==> src/rtl/ram8_sweep_pkg.sv <==
// ram8_pkg: shared types and constants for the ram8_sweep block.
//   word_t  - 16-bit data word
//   addr_t  - 3-bit entry index
//   DEPTH   - number of storage entries (fixed at 8)
//   state_t - sweep controller state {IDLE, CLEAR}
package ram8_pkg;

   localparam int WORD_W = 16;
   localparam int ADDR_W = 3;
   localparam int DEPTH  = 8;

   typedef logic [WORD_W-1:0] word_t;
   typedef logic [ADDR_W-1:0] addr_t;

   typedef enum logic {
      IDLE  = 1'b0,
      CLEAR = 1'b1
   } state_t;

endpackage : ram8_pkg

==> src/rtl/ram8_sweep_if.sv <==
// ram8_sweep_if: access bus of the ram8_sweep register file.
//   in        - write data
//   address   - read/write entry select
//   load      - write request
//   clr_req   - start a clear sweep (level-sampled)
//   out       - combinational read data of entry[address]
//   busy      - clear sweep in progress
//   load_drop - one-cycle pulse, a load was refused during a sweep
// Modports: master drives requests, slave (the RAM) drives responses.
interface ram8_sweep_if #(
   parameter int WIDTH = 16
);
   import ram8_pkg::*;

   logic [WIDTH-1:0] in;
   addr_t            address;
   logic             load;
   logic             clr_req;
   logic [WIDTH-1:0] out;
   logic             busy;
   logic             load_drop;

   modport master (
      output in, address, load, clr_req,
      input  out, busy, load_drop
   );

   modport slave (
      input  in, address, load, clr_req,
      output out, busy, load_drop
   );

endinterface : ram8_sweep_if

==> src/rtl/ram8_sweep_mux.sv <==
// Mux8way16: 8-way word multiplexer used as the ram8_sweep read path.
//   a..h - candidate words, selected by sel = 0..7
//   sel  - select
//   out  - selected word (purely combinational)
module Mux8way16 #(
   parameter int WIDTH = 16
) (
   input  logic [WIDTH-1:0] a,
   input  logic [WIDTH-1:0] b,
   input  logic [WIDTH-1:0] c,
   input  logic [WIDTH-1:0] d,
   input  logic [WIDTH-1:0] e,
   input  logic [WIDTH-1:0] f,
   input  logic [WIDTH-1:0] g,
   input  logic [WIDTH-1:0] h,
   input  logic [2:0]       sel,
   output logic [WIDTH-1:0] out
);

   always_comb begin
      // NOTE: out gets a value on every path (default first) so no latch is inferred.
      out = a;
      case (sel)
         3'd1:    out = b;
         3'd2:    out = c;
         3'd3:    out = d;
         3'd4:    out = e;
         3'd5:    out = f;
         3'd6:    out = g;
         3'd7:    out = h;
         default: out = a;
      endcase
   end

endmodule : Mux8way16

==> src/rtl/ram8_sweep.sv <==
// ram8_sweep: 8-entry register file with a self-timed clear sweep.
//   clk   - rising-edge clock
//   rst_n - asynchronous active-low reset (clears all entries)
//   bus   - ram8_sweep_if.slave: in/address/load/clr_req requests,
//           out/busy/load_drop responses
// In IDLE a load writes entry[address]; clr_req starts an 8-cycle sweep that
// zeroes one entry per cycle (index 0 first). Loads during the sweep are
// refused and flagged on load_drop the following cycle; clr_req is ignored.
// Configuration: define RAM8_SWEEP_BYPASS_EN to forward in to out in the
// same cycle as an accepted load (write-through read).
module ram8_sweep #(
   parameter int WIDTH = 16,
   parameter int DEPTH = 8
) (
   input  logic         clk,
   input  logic         rst_n,
   ram8_sweep_if.slave  bus
);
   import ram8_pkg::*;

   logic [WIDTH-1:0] entry [DEPTH];
   logic [WIDTH-1:0] mux_out;
   state_t           state;
   addr_t            idx;
   logic             busy_q;
   logic             drop_q;

   always_ff @(posedge clk or negedge rst_n) begin
      if (!rst_n) begin
         // NOTE: entries are plain flops, not a RAM macro, so resetting them is legal and cheap.
         for (int i = 0; i < DEPTH; i++) entry[i] <= '0;
         state  <= IDLE;
         idx    <= '0;
         busy_q <= 1'b0;
         drop_q <= 1'b0;
      end else begin
         // NOTE: non-blocking assignments so every register samples pre-edge values.
         drop_q <= 1'b0;
         case (state)
            IDLE: begin
               if (bus.load) entry[bus.address] <= bus.in;
               // The write above and the sweep start may happen on the same edge.
               if (bus.clr_req) begin
                  state  <= CLEAR;
                  idx    <= '0;
                  busy_q <= 1'b1;
               end
            end
            CLEAR: begin
               entry[idx] <= '0;
               // 3-bit increment: wraps 7 -> 0 exactly on the exit edge.
               idx <= idx + addr_t'(1);
               if (idx == addr_t'(DEPTH - 1)) begin
                  state  <= IDLE;
                  busy_q <= 1'b0;
               end
               if (bus.load) drop_q <= 1'b1;
            end
            default: state <= IDLE;
         endcase
      end
   end

   Mux8way16 #(
      .WIDTH (WIDTH)
   ) u_read_mux (
      .a   (entry[0]),
      .b   (entry[1]),
      .c   (entry[2]),
      .d   (entry[3]),
      .e   (entry[4]),
      .f   (entry[5]),
      .g   (entry[6]),
      .h   (entry[7]),
      .sel (bus.address),
      .out (mux_out)
   );

   always_comb begin
      bus.out = mux_out;
`ifdef RAM8_SWEEP_BYPASS_EN
      // Only accepted loads forward; a load refused during the sweep never does.
      if (state == IDLE && bus.load) bus.out = bus.in;
`endif
   end

   assign bus.busy      = busy_q;
   assign bus.load_drop = drop_q;

endmodule : ram8_sweep
==> src/flat_wrapper.sv <==
// flat-port wrapper written by rule: the top's interface ports become plain ports
module ram8_sweep_flat import ram8_pkg::*;
#(
   parameter int WIDTH = 16,
   parameter int DEPTH = 8
)
  (clk, rst_n, bus_in, bus_address, bus_load, bus_clr_req, bus_out, bus_busy, bus_load_drop);
  ram8_sweep_if #(.WIDTH(WIDTH)) bus_i ();
  input  logic clk;
  input  logic rst_n;
  input wire logic [$bits(bus_i.in)-1:0] bus_in;
  input wire logic [$bits(bus_i.address)-1:0] bus_address;
  input wire logic [$bits(bus_i.load)-1:0] bus_load;
  input wire logic [$bits(bus_i.clr_req)-1:0] bus_clr_req;
  output wire logic [$bits(bus_i.out)-1:0] bus_out;
  output wire logic [$bits(bus_i.busy)-1:0] bus_busy;
  output wire logic [$bits(bus_i.load_drop)-1:0] bus_load_drop;
  assign bus_i.in = bus_in;
  assign bus_i.address = bus_address;
  assign bus_i.load = bus_load;
  assign bus_i.clr_req = bus_clr_req;
  assign bus_out = bus_i.out;
  assign bus_busy = bus_i.busy;
  assign bus_load_drop = bus_i.load_drop;
  ram8_sweep #(.WIDTH(WIDTH), .DEPTH(DEPTH)) u_core (.clk(clk), .rst_n(rst_n), .bus(bus_i));
endmodule
==> config.mk <==
export PLATFORM = sky130hd
export DESIGN_NAME = ram8_sweep_flat
export DESIGN_NICKNAME = d
export VERILOG_FILES = /design/src/rtl/ram8_sweep_pkg.sv /design/src/rtl/ram8_sweep_if.sv /design/src/rtl/ram8_sweep_mux.sv /design/src/rtl/ram8_sweep.sv /design/src/flat_wrapper.sv
export SDC_FILE = /design/constraint.sdc
export NUM_CORES = 1
export LEC_CHECK = 0
export BUFFER_PORTS_ARGS = -buffer_cell sky130_fd_sc_hd__buf_2
export CAP_MARGIN = 20
export CELL_PAD_IN_SITES_DETAIL_PLACEMENT = 2
export CELL_PAD_IN_SITES_GLOBAL_PLACEMENT = 2
export CORE_MARGIN = 2
export CORE_UTILIZATION = 37
export DETAILED_ROUTE_END_ITERATION = 6
export GPL_ROUTABILITY_DRIVEN = 0
export HOLD_SLACK_MARGIN = 0.02
export PLACE_DENSITY_LB_ADDON = 0.1
export SYNTH_ARGS = -nofsm -noshare
export SYNTH_HDL_FRONTEND = slang
export SYNTH_SLANG_ARGS = --single-unit
==> constraint.sdc <==
create_clock -name clk -period 1.86 [get_ports clk]
set_input_delay 0.372 -clock clk [delete_from_list [all_inputs] [get_ports clk]]
set_output_delay 0.372 -clock clk [all_outputs]
set_load 0.01 [all_outputs]
==> impl_metrics.env <==
export IMPL_synth_async_reset_ratio_pct=100
export IMPL_grtUsageMet1_pct=36.4
export IMPL_rows=48
export IMPL_cp_max_fo=2
export IMPL_wire_per_inst_um=24.8
export IMPL_area_growth_pct=28.2
export IMPL_grt_ovfl_total=0
export IMPL_layout_drive_gt1_share_pct=22.3
export IMPL_synth_area_mm2=0.00647
export IMPL_antenna_left=0
export IMPL_hp_class="in2reg"
export IMPL_fin_skew_ns=0.00863
export IMPL_cts_tree="built"
export IMPL_grt_pass1_vias=6940
export IMPL_clock_sinks=134
export IMPL_num_fill_cells=1881
export IMPL_drv_cap=0
export IMPL_startpoint_type="register"
export IMPL_finalCriticalPeriod_ns=2.18
export IMPL_htree_num_levels=4
export IMPL_cts_inserted_buffers=17
export IMPL_grt_pass1_wl_mm=41.1
export IMPL_fin_ws_ns=-0.321
export IMPL_portBuffers=40
export IMPL_rsz0062_at_grt="true"
export IMPL_period_share_pct=117
export IMPL_fmax_mhz=458
export IMPL_relSlewSlack_pct=62.0
export IMPL_path_class="reg2out"
export IMPL_grt_max_degree=50
export IMPL_dpl_hpwl_mm=16.7
export IMPL_use_met3_pct=6.04
export IMPL_drc=0
export IMPL_tightest_slew_ns=0.569
export IMPL_setup_viol=16
export IMPL_synth_seq_cells=134
export IMPL_via_per_inst=5.67
export IMPL_initial_core_util_pct=37.6
export IMPL_fin_tns_setup_ns=-3.36
export IMPL_routed_wirelength_mm=26.3
export IMPL_coreArea_mm2=0.0172
export IMPL_antenna_found_initial=1
export IMPL_synthDistinctLibCells=37
export IMPL_end_kind="primary output"
export IMPL_yosys_warnings=0
export IMPL_syn_num_nets=779
export IMPL_use_met2_pct=54.4
export IMPL_grt_usage_pct=30.5
export IMPL_p_per_area_mw_per_mm2=1430
export IMPL_synthFlopType="dfrtp_1"
export IMPL_synth_edf_count=0
export IMPL_violations="negative setup slack"
export IMPL_hold_viol_final=0
export IMPL_leakagePower_uw=0.00361
export IMPL_slew_viol_final=0
export IMPL_die_area_mm2=0.0185
export IMPL_ir_drop_mv=0.744
export IMPL_gr_max_usage_layer="met2"
export IMPL_synth_seq_area_share_pct=51.9
export IMPL_cts_root_buf="clkbuf_16"
export IMPL_timing_hold_ws_ns=0.217
export IMPL_die_h_um=136
export IMPL_io_pins=41
export IMPL_total_power_uw=11900
export IMPL_clockBufferDepth=2
export IMPL_syn_avg_cell_area_um2=8.58
export IMPL_required_ns=1.49
export IMPL_clk_pin_slew_ns=0.06
export IMPL_status="finished, violations left"
export IMPL_critPathArrivalTime_ns=1.81
export IMPL_clkLatencyLatePin_ns=0.43
export IMPL_initialDrtViolationCount=286
export IMPL_dr_pass1_iters=4
export IMPL_die_width_um=136
export IMPL_syn_instance_count=754
export IMPL_final_net_count=846
export IMPL_vias=6015
==> final cells by class <==
| type | count | area, µm² | area share (%) |
|---|---|---|---|
| Sequential cell | 134 | 3350 | 40.4 |
| Multi-Input combinational cell | 550 | 2980 | 35.9 |
| Timing Repair Buffer | 115 | 948 | 11.4 |
| Clock buffer | 21 | 470 | 5.67 |
| Tap cell | 225 | 282 | 3.40 |
| Clock inverter | 11 | 243 | 2.93 |
| Inverter | 3 | 15.0 | 0.181 |
| Antenna cell | 1 | 2.50 | 0.0302 |
==> metrics by stage <==
| step | cell area, µm² | cells | util [%] | setup slack, ns |
|---|---|---|---|---|
| 2_1_floorplan | 6470 | 754 | - | 0.0314 |
| 3_3_place_gp | 7250 | 1017 | 42.2 | -0.501 |
| 3_5_place_dp | 7250 | 1017 | 42.2 | -0.664 |
| 4_1_cts | 8250 | 1058 | 48.0 | -0.309 |
| 5_1_grt | 8290 | 1060 | 48.3 | -0.344 |
| 6_report | 8290 | 1060 | 48.3 | -0.321 |
==> worst max-delay path: stages, from the launching register on <==
cell and delay (ns):
dfrtp_1 0.41, mux2_4 0.30, a221oi_4 0.27, o211ai_1 0.16, o21a_1 0.13, buf_2 0.13
==> power breakdown <==
group	leakage (µW)	internal, µW	switching [µW]
Clock	0.000340	2770	1360
Sequential	0.00183	3910	752
Combinational	0.00144	1200	1910
==> layout by cell type, fill, tap and decap left out, drive strengths merged <==
| cell | netlist | final |
|---|---|---|
| a211oi | 2 | 2 |
| a21oi | 5 | 5 |
| a221oi | 20 | 20 |
| a41oi | 2 | 2 |
| and2 | 2 | 2 |
| buf | 38 | 114 |
| bufinv | 0 | 7 |
| clkbuf | 29 | 21 |
| clkinv | 1 | 2 |
| clkinvlp | 0 | 3 |
| dfrtp | 134 | 134 |
| diode | 0 | 1 |
| dlygate4sd3 | 0 | 1 |
| ha | 2 | 2 |
| inv | 2 | 2 |
| mux2 | 10 | 10 |
| mux2i | 15 | 15 |
| nand2 | 276 | 276 |
| nand2b | 6 | 6 |
| nand3 | 6 | 6 |
| nand3b | 2 | 2 |
| nand4 | 1 | 1 |
| nor2 | 14 | 14 |
| nor2b | 4 | 4 |
| nor3 | 1 | 1 |
| nor3b | 2 | 2 |
| o211ai | 11 | 11 |
| o21a | 10 | 10 |
| o21ai | 146 | 146 |
| o22a | 5 | 5 |
| o22ai | 5 | 5 |
| or2 | 1 | 1 |
| or3 | 1 | 1 |
| or3b | 1 | 1 |
==> registers in the layout, indices dropped and copies added, names as in the netlist <==
name and count:
u_core.idx 3, u_core.bus.load_drop 1, u_core.bus.busy 1, u_core.state 1, u_core.entry 128
==> logic make-up (layout without fill, tap and decap cells) <==
kind of cell	count (synthesis)	in the layout	synth area share, %
DFF	134	134	51.9
buffers and inverters	70	150	5.48
and+or+nand+nor	317	317	19.7
other	0	1	0
muxes	25	25	4.06
AOI/OAI and AO/OA	206	206	18.5
adders and majority gates	2	2	0.387
==> metal layers <==
metal,vias to the layer above,share of wire (%)
li1,2664,-
met2,118,53
met5,-,0
met1,3193,42
met4,0,2.1
met3,40,3.7
==> worst paths after layout <==
kind	from	end	slack (ns)	cells past startpoint
max	u_core.entry[74]	bus_out[10]	-0.32	5
min	bus_clr_req	u_core.idx[1]	0.22	2
max reg2reg	u_core.state	u_core.entry[90]	0.13	6
min reg2reg	u_core.entry[122]	u_core.entry[122]	0.52	2
max in group asynchronous	rst_n	u_core.entry[108]	0.80	3
min in group asynchronous	rst_n	u_core.entry[103]	0.43	2
==> cell usage after synthesis, types with 10 or more instances <==
| master | count | share of area (%) |
|---|---|---|
| dfrtp_1 | 134 | 52 |
| a221oi_1 | 20 | 2.7 |
| nor2_1 | 11 | 0.64 |
| o21ai_1 | 12 | 0.93 |
| buf_4 | 12 | 1.4 |
| nand2_1 | 276 | 16 |
| o21a_1 | 10 | 1.2 |
| mux2i_1 | 15 | 2.3 |
| o21ai_0 | 134 | 10 |
| o211ai_1 | 11 | 1.3 |
| clkbuf_1 | 26 | 1.5 |
| buf_2 | 22 | 1.7 |
| mux2_2 | 10 | 1.7 |
==> timing repair <==
item                       in CTS  in global routing
setup endpoints to repair      16                 16
hold endpoints to repair       36                  0
buffers inserted                8                  1
hold buffers                    1                  0
gates resized for setup        45                  6
pin swaps                      21                 10
Note: power is estimated with default switching activity, not from simulation.
